**src/rtl/poly_note_ctrl.sv**
```systemverilog
// rtl/poly_note_ctrl.sv - polyphonic UART note controller; POLY_AUTO_RELEASE_EN adds ms-timed auto-release
module poly_note_ctrl #(
    parameter int C_CLK_FRQ    = 100_000_000,
    parameter int C_NOTE_MS    = 500,
    parameter int C_VOICES     = 4,
    parameter int C_NOTE_WIDTH = 7,
    parameter int C_ERR_WIDTH  = 8
) (
    input  logic                             clk,
    input  logic                             rstb,
    input  logic                             UART_valid,
    input  logic [C_NOTE_WIDTH:0]            UART_msg,
    input  logic                             UART_err,
    output logic                             ack,
    output logic [C_VOICES-1:0]              voiceOn,
    output logic [C_VOICES*C_NOTE_WIDTH-1:0] voiceNote,
    output logic                             stolen,
    output logic [C_ERR_WIDTH-1:0]           errCnt
);

    localparam int PTR_W = (C_VOICES > 1) ? $clog2(C_VOICES) : 1;

    if (C_VOICES < 1 || C_VOICES > 16 || C_NOTE_MS < 1 || C_CLK_FRQ < 1000
        || C_NOTE_WIDTH < 1 || C_ERR_WIDTH < 1) begin : gParamCheck
        $error("poly_note_ctrl: parameter out of range");
    end

    typedef enum logic [1:0] {
        IDLE  = 2'd0,
        LATCH = 2'd1,
        EXEC  = 2'd2
    } stateType;

    stateType                  state;
    logic [C_NOTE_WIDTH:0]     msgReg;
    logic                      errReg;
    logic [PTR_W-1:0]          stealPtr;

    logic                      isOn;
    logic                      isAllOff;
    logic                      execOk;
    logic [C_NOTE_WIDTH-1:0]   cmdNote;
    logic [C_VOICES-1:0]       matchVec;
    logic                      anyFree;
    logic [PTR_W-1:0]          freeIdx;
    logic [PTR_W-1:0]          targetIdx;
    logic [C_VOICES-1:0]       retrigVec;
    logic [C_VOICES-1:0]       allocVec;
    logic [C_VOICES-1:0]       offVec;
    logic [C_VOICES-1:0]       expireVec;
    logic [C_VOICES-1:0]       nextOn;
    logic                      doSteal;

    // Command decode and voice allocation work on the registered gates, so a
    // voice expiring in the same cycle is still considered busy.
    always_comb begin
        isOn      = msgReg[C_NOTE_WIDTH];
        cmdNote   = msgReg[C_NOTE_WIDTH-1:0];
        isAllOff  = (msgReg == '0);
        execOk    = (state == EXEC) && !errReg;
        matchVec  = '0;
        anyFree   = 1'b0;
        freeIdx   = '0;
        targetIdx = '0;
        retrigVec = '0;
        allocVec  = '0;
        offVec    = '0;
        doSteal   = 1'b0;
        for (int v = 0; v < C_VOICES; v++) begin
            matchVec[v] = voiceOn[v]
                && (voiceNote[v*C_NOTE_WIDTH +: C_NOTE_WIDTH] == cmdNote);
        end
        for (int v = C_VOICES - 1; v >= 0; v--) begin
            if (!voiceOn[v]) begin
                anyFree = 1'b1;
                freeIdx = PTR_W'(v);
            end
        end
        targetIdx = anyFree ? freeIdx : stealPtr;
        if (execOk) begin
            if (isOn) begin
                if (|matchVec) begin
                    retrigVec = matchVec;
                end else begin
                    doSteal = !anyFree;
                    for (int v = 0; v < C_VOICES; v++) begin
                        allocVec[v] = (PTR_W'(v) == targetIdx);
                    end
                end
            end else if (isAllOff) begin
                offVec = '1;
            end else begin
                offVec = matchVec;
            end
        end
        // A load or retrigger on a voice overrides its expiry in the same cycle.
        nextOn = (voiceOn & ~expireVec & ~offVec) | retrigVec | allocVec;
    end

    always_ff @(posedge clk or negedge rstb) begin
        if (!rstb) begin
            state     <= IDLE;
            msgReg    <= '0;
            errReg    <= 1'b0;
            ack       <= 1'b0;
            stolen    <= 1'b0;
            errCnt    <= '0;
            stealPtr  <= '0;
            voiceOn   <= '0;
            voiceNote <= '0;
        end else begin
            ack     <= 1'b0;
            stolen  <= 1'b0;
            voiceOn <= nextOn;
            case (state)
                IDLE: begin
                    if (UART_valid) begin
                        msgReg <= UART_msg;
                        errReg <= UART_err;
                        ack    <= 1'b1;
                        state  <= LATCH;
                    end
                end
                LATCH: begin
                    if (errReg && (errCnt != '1)) begin
                        errCnt <= errCnt + 1'b1;
                    end
                    state <= EXEC;
                end
                EXEC: begin
                    for (int v = 0; v < C_VOICES; v++) begin
                        if (allocVec[v]) begin
                            voiceNote[v*C_NOTE_WIDTH +: C_NOTE_WIDTH] <= cmdNote;
                        end
                    end
                    if (doSteal) begin
                        stolen <= 1'b1;
                        if (stealPtr == PTR_W'(C_VOICES - 1)) begin
                            stealPtr <= '0;
                        end else begin
                            stealPtr <= stealPtr + 1'b1;
                        end
                    end
                    state <= IDLE;
                end
                default: state <= IDLE;
            endcase
        end
    end

`ifdef POLY_AUTO_RELEASE_EN
    localparam int PRE_MAX = C_CLK_FRQ / 1000 - 1;
    localparam int PRE_W   = (PRE_MAX > 0) ? $clog2(PRE_MAX + 1) : 1;
    localparam int CNT_W   = $clog2(C_NOTE_MS + 1);

    logic [PRE_W-1:0]    preCnt;
    logic                msTick;
    logic [CNT_W-1:0]    msCnt [C_VOICES];
    logic [C_VOICES-1:0] timerClr;

    assign timerClr = retrigVec | allocVec;

    always_ff @(posedge clk or negedge rstb) begin
        if (!rstb) begin
            preCnt <= '0;
            msTick <= 1'b0;
        end else if (preCnt == PRE_W'(PRE_MAX)) begin
            preCnt <= '0;
            msTick <= 1'b1;
        end else begin
            preCnt <= preCnt + 1'b1;
            msTick <= 1'b0;
        end
    end

    // Counters saturate at C_NOTE_MS; the gate drops the cycle after they get there.
    always_ff @(posedge clk or negedge rstb) begin
        if (!rstb) begin
            for (int v = 0; v < C_VOICES; v++) begin
                msCnt[v] <= '0;
            end
        end else begin
            for (int v = 0; v < C_VOICES; v++) begin
                if (timerClr[v]) begin
                    msCnt[v] <= '0;
                end else if (msTick && voiceOn[v] && (msCnt[v] != CNT_W'(C_NOTE_MS))) begin
                    msCnt[v] <= msCnt[v] + 1'b1;
                end
            end
        end
    end

    always_comb begin
        expireVec = '0;
        for (int v = 0; v < C_VOICES; v++) begin
            expireVec[v] = voiceOn[v] && (msCnt[v] == CNT_W'(C_NOTE_MS));
        end
    end
`else
    assign expireVec = '0;
`endif

endmodule

```
**config.mk**
```make
export PLATFORM = sky130hd
export DESIGN_NAME = poly_note_ctrl
export DESIGN_NICKNAME = d
export VERILOG_FILES = /design/src/rtl/poly_note_ctrl.sv
export SDC_FILE = /design/constraint.sdc
export NUM_CORES = 1
export LEC_CHECK = 0
export ABC_AREA = 0
export CAP_MARGIN = 20
export CORE_MARGIN = 2
export CORE_UTILIZATION = 52
export DETAILED_ROUTE_END_ITERATION = 6
export PLACE_DENSITY_LB_ADDON = 0.25
export REMOVE_ABC_BUFFERS = 1
export SLEW_MARGIN = 20
export SYNTH_ARGS = -nofsm -noshare
export SYNTH_HDL_FRONTEND = slang
export SYNTH_SLANG_ARGS = --single-unit
```
**constraint.sdc**
```tcl
create_clock -name clk -period 3.1 [get_ports clk]
set_clock_uncertainty 0.2 [all_clocks]
set_input_delay 0.775 -clock clk [delete_from_list [all_inputs] [get_ports clk]]
set_output_delay 0.775 -clock clk [all_outputs]
set_load 0.1 [all_outputs]
```
==> flow_summary.toml <==
[setup_path]
setup.worst_path.end_class = "flip-flop"
cp-start-kind = "flip-flop"
cpLargestDelayFamily = "simple AND/OR/NAND/NOR gates"
timing.rr.start = "msgReg[3]"
ff2ff_path_depth = 6
cp.required_ps = 3090
arrival_ps = 2400
cp_cell_sequence = "xnor2_1 > nand4_1 > nor2_1 > nor3_2 > nand4_2 > mux2_2"
cp_max_fo = 10
cp.buffers_inverters = 0
critPathLaunch = "msgReg[3]"
path_class = "flip-flop to flip-flop"
timing.reg2reg.setup_slack_ps = 690
crit_path_max_incr_delay_ps = 660
worst-path-stages = 6
slowest_stage = "dfrtp_1"

[clock_network]
post_cts_resized = 0
postCtsHoldBufs = 0
cts.sinks = 55
insertion_delay_ps = 300
cts_buffer_depth = 2
cts_tree = "done"
clkTransAtPathRegs_ps = 90
h-tree-depth = 2
cts_buffers = 5
cts_setup_buffers = 0
cts_root_buffer = "clkbuf_8"

[synth]
avgSynthCellArea_um2 = 12.3
yosys.area.top_type_share_pct = 52.4
synth_common_cells = "dfrtp_1, mux2_2, xnor2_1, nand2_1, nor2_1"
ys_seq_area_share_pct = 52.4
netlist_top_cells_area = "dfrtp_1, mux2_2, xnor2_1, nand2_1, nand4_1"
synth_edf_count = 0
yosys_warnings = 0
synth-seq-cells = 55
synth_top_cell_by_area = "dfrtp_1"
synthesis.area_um2 = 2630
yosysMostFrequentCell = "dfrtp_1"
synth_flop_cell = "dfrtp_1"
synth_cell_types = 27
syn_inst = 214
async_reset_ff_share_pct = 100

[cells_and_area]
fillers = 387
area_growth_syn_to_layout_pct = 22.1
fin_util_pct = 67.1
final_layout_size_suffix_gt1_share_pct = 36.4
fin_nets = 282
num_antenna_cells = 0

[sta]
finalHoldViolCount = 0
slew_violations = 0
post-route-period-util_pct = 77.6
timing.fmax_mhz = 416
rsz0062_at_grt = "no"
layout_min_cycle_time_ps = 2410
finalSetupTns_ps = 0
tightest_slew_ps = 618
maxSlewHeadroom_pct = 58.8
setup_viol = 0

[floorplan]
num_rows = 25
core_region_area_um2 = 4790
start_util_pct = 54.9
io_pins = 54
die_area_um2 = 5640
die_w_um = 75.1
dieHeight_um = 75.1

[flow_run]
cap_violations = 0

[placement]
portBuffers = 53
place_hpwl_um = 3790
place_congestion = 0.804

[route]
vias = 1804
routedWlPerCell_um = 15.6
wl_um = 5250
drtAntennaViolNets = 0
drc = 0
drt-initial-drc-count = 86
post_drt_via_cell_ratio = 5.37
firstDrtPassIters = 4

[global_route]
antenna_found_initial = 0
grt_max_degree = 31
grt_pass1_wl_um = 8510
grt_pass1_vias = 1784
overflow = 0
grt_usage_pct = 20.2

[status]
run_status = "complete, no violations"

[min_path]
holdCritPathClass = "input port to async pin"
==> state kept, by name, summed over array words and instances (netlist names) <==
register	cells
stolen	1
ack	1
errCnt	8
msgReg	8
state	2
voiceNote	28
voiceOn	4
stealPtr	2
errReg	1
==> worst reg2reg max path: cells and delay by family (launching register included) <==
kind,cells,cell delay [ps]
mux,1,380
xor+xnor,1,180
simple gates,4,890
flops,1,660
==> routing by layer <==
layer | share of wire, % | GRT usage, % | routed length [µm] | up-vias
met2 | 50 | 34.1 | 2640 | 50
li1 | - | - | - | 850
met3 | 4.1 | 3.61 | 216 | 5
met4 | 0.76 | 5.95 | 40 | 0
met1 | 45 | 26.9 | 2350 | 899
met5 | 0 | 0 | 0 | -
==> metrics by stage <==
stage,setup WS [ps],hold WS [ps],instances,cell area [µm²]
3_5_place_dp,667,271,328,3090
6_report,694,274,336,3210
4_1_cts,659,285,336,3210
2_1_floorplan,525,246,206,2560
3_3_place_gp,730,263,328,3090
5_1_grt,463,318,336,3210
==> path summary, 6_finish.rpt <==
kind | endpoint
max in group asynchronous | voiceNote[10]
worst max register to register | voiceNote[26]
worst max-delay path | voiceNote[26]
worst min-delay path | voiceNote[25]
min in group clk | state[0]
worst min register to register | state[0]
==> placed cells by master, fill, tap and decap left out, types with 4 or more instances in the layout <==
cell type and n:
o21ai_0 5, nand4_1 12, dfrtp_1 55, clkdlybuf4s50_1 10, xnor2_1 34, clkbuf_8 6, mux2_2 40, nand2_1 20
buf_4 43, nor2_1 13, and3_1 4
==> layout make-up <==
| type | instances | area (µm²) | share of cell area (%) |
|---|---|---|---|
| clock inverter | 2 | 35.0 | 1.09 |
| inverter | 2 | 7.51 | 0.234 |
| timing repair buffer | 55 | 448 | 14.0 |
| multi-input combinational | 149 | 1180 | 36.6 |
| clock buffer | 6 | 82.6 | 2.57 |
| tap | 67 | 83.8 | 2.61 |
| sequential | 55 | 1380 | 42.9 |
==> logic make-up (layout without fill, tap and decap cells) <==
group | count (synthesis) | in the layout | synth area share (%)
and+or+nand+nor | 64 | 64 | 13.2
DFF | 55 | 55 | 52.4
muxes | 40 | 40 | 17.1
xor gates and xnor gates | 35 | 35 | 11.7
buffers and inverters | 10 | 65 | 2.86
AOI/OAI and AO/OA | 8 | 8 | 1.76
adders and majority gates | 2 | 2 | 0.952
Power is left out: the tool's default activity adds up to more than one toggle a clock period on the data nets, which glitch-free logic cannot reach.
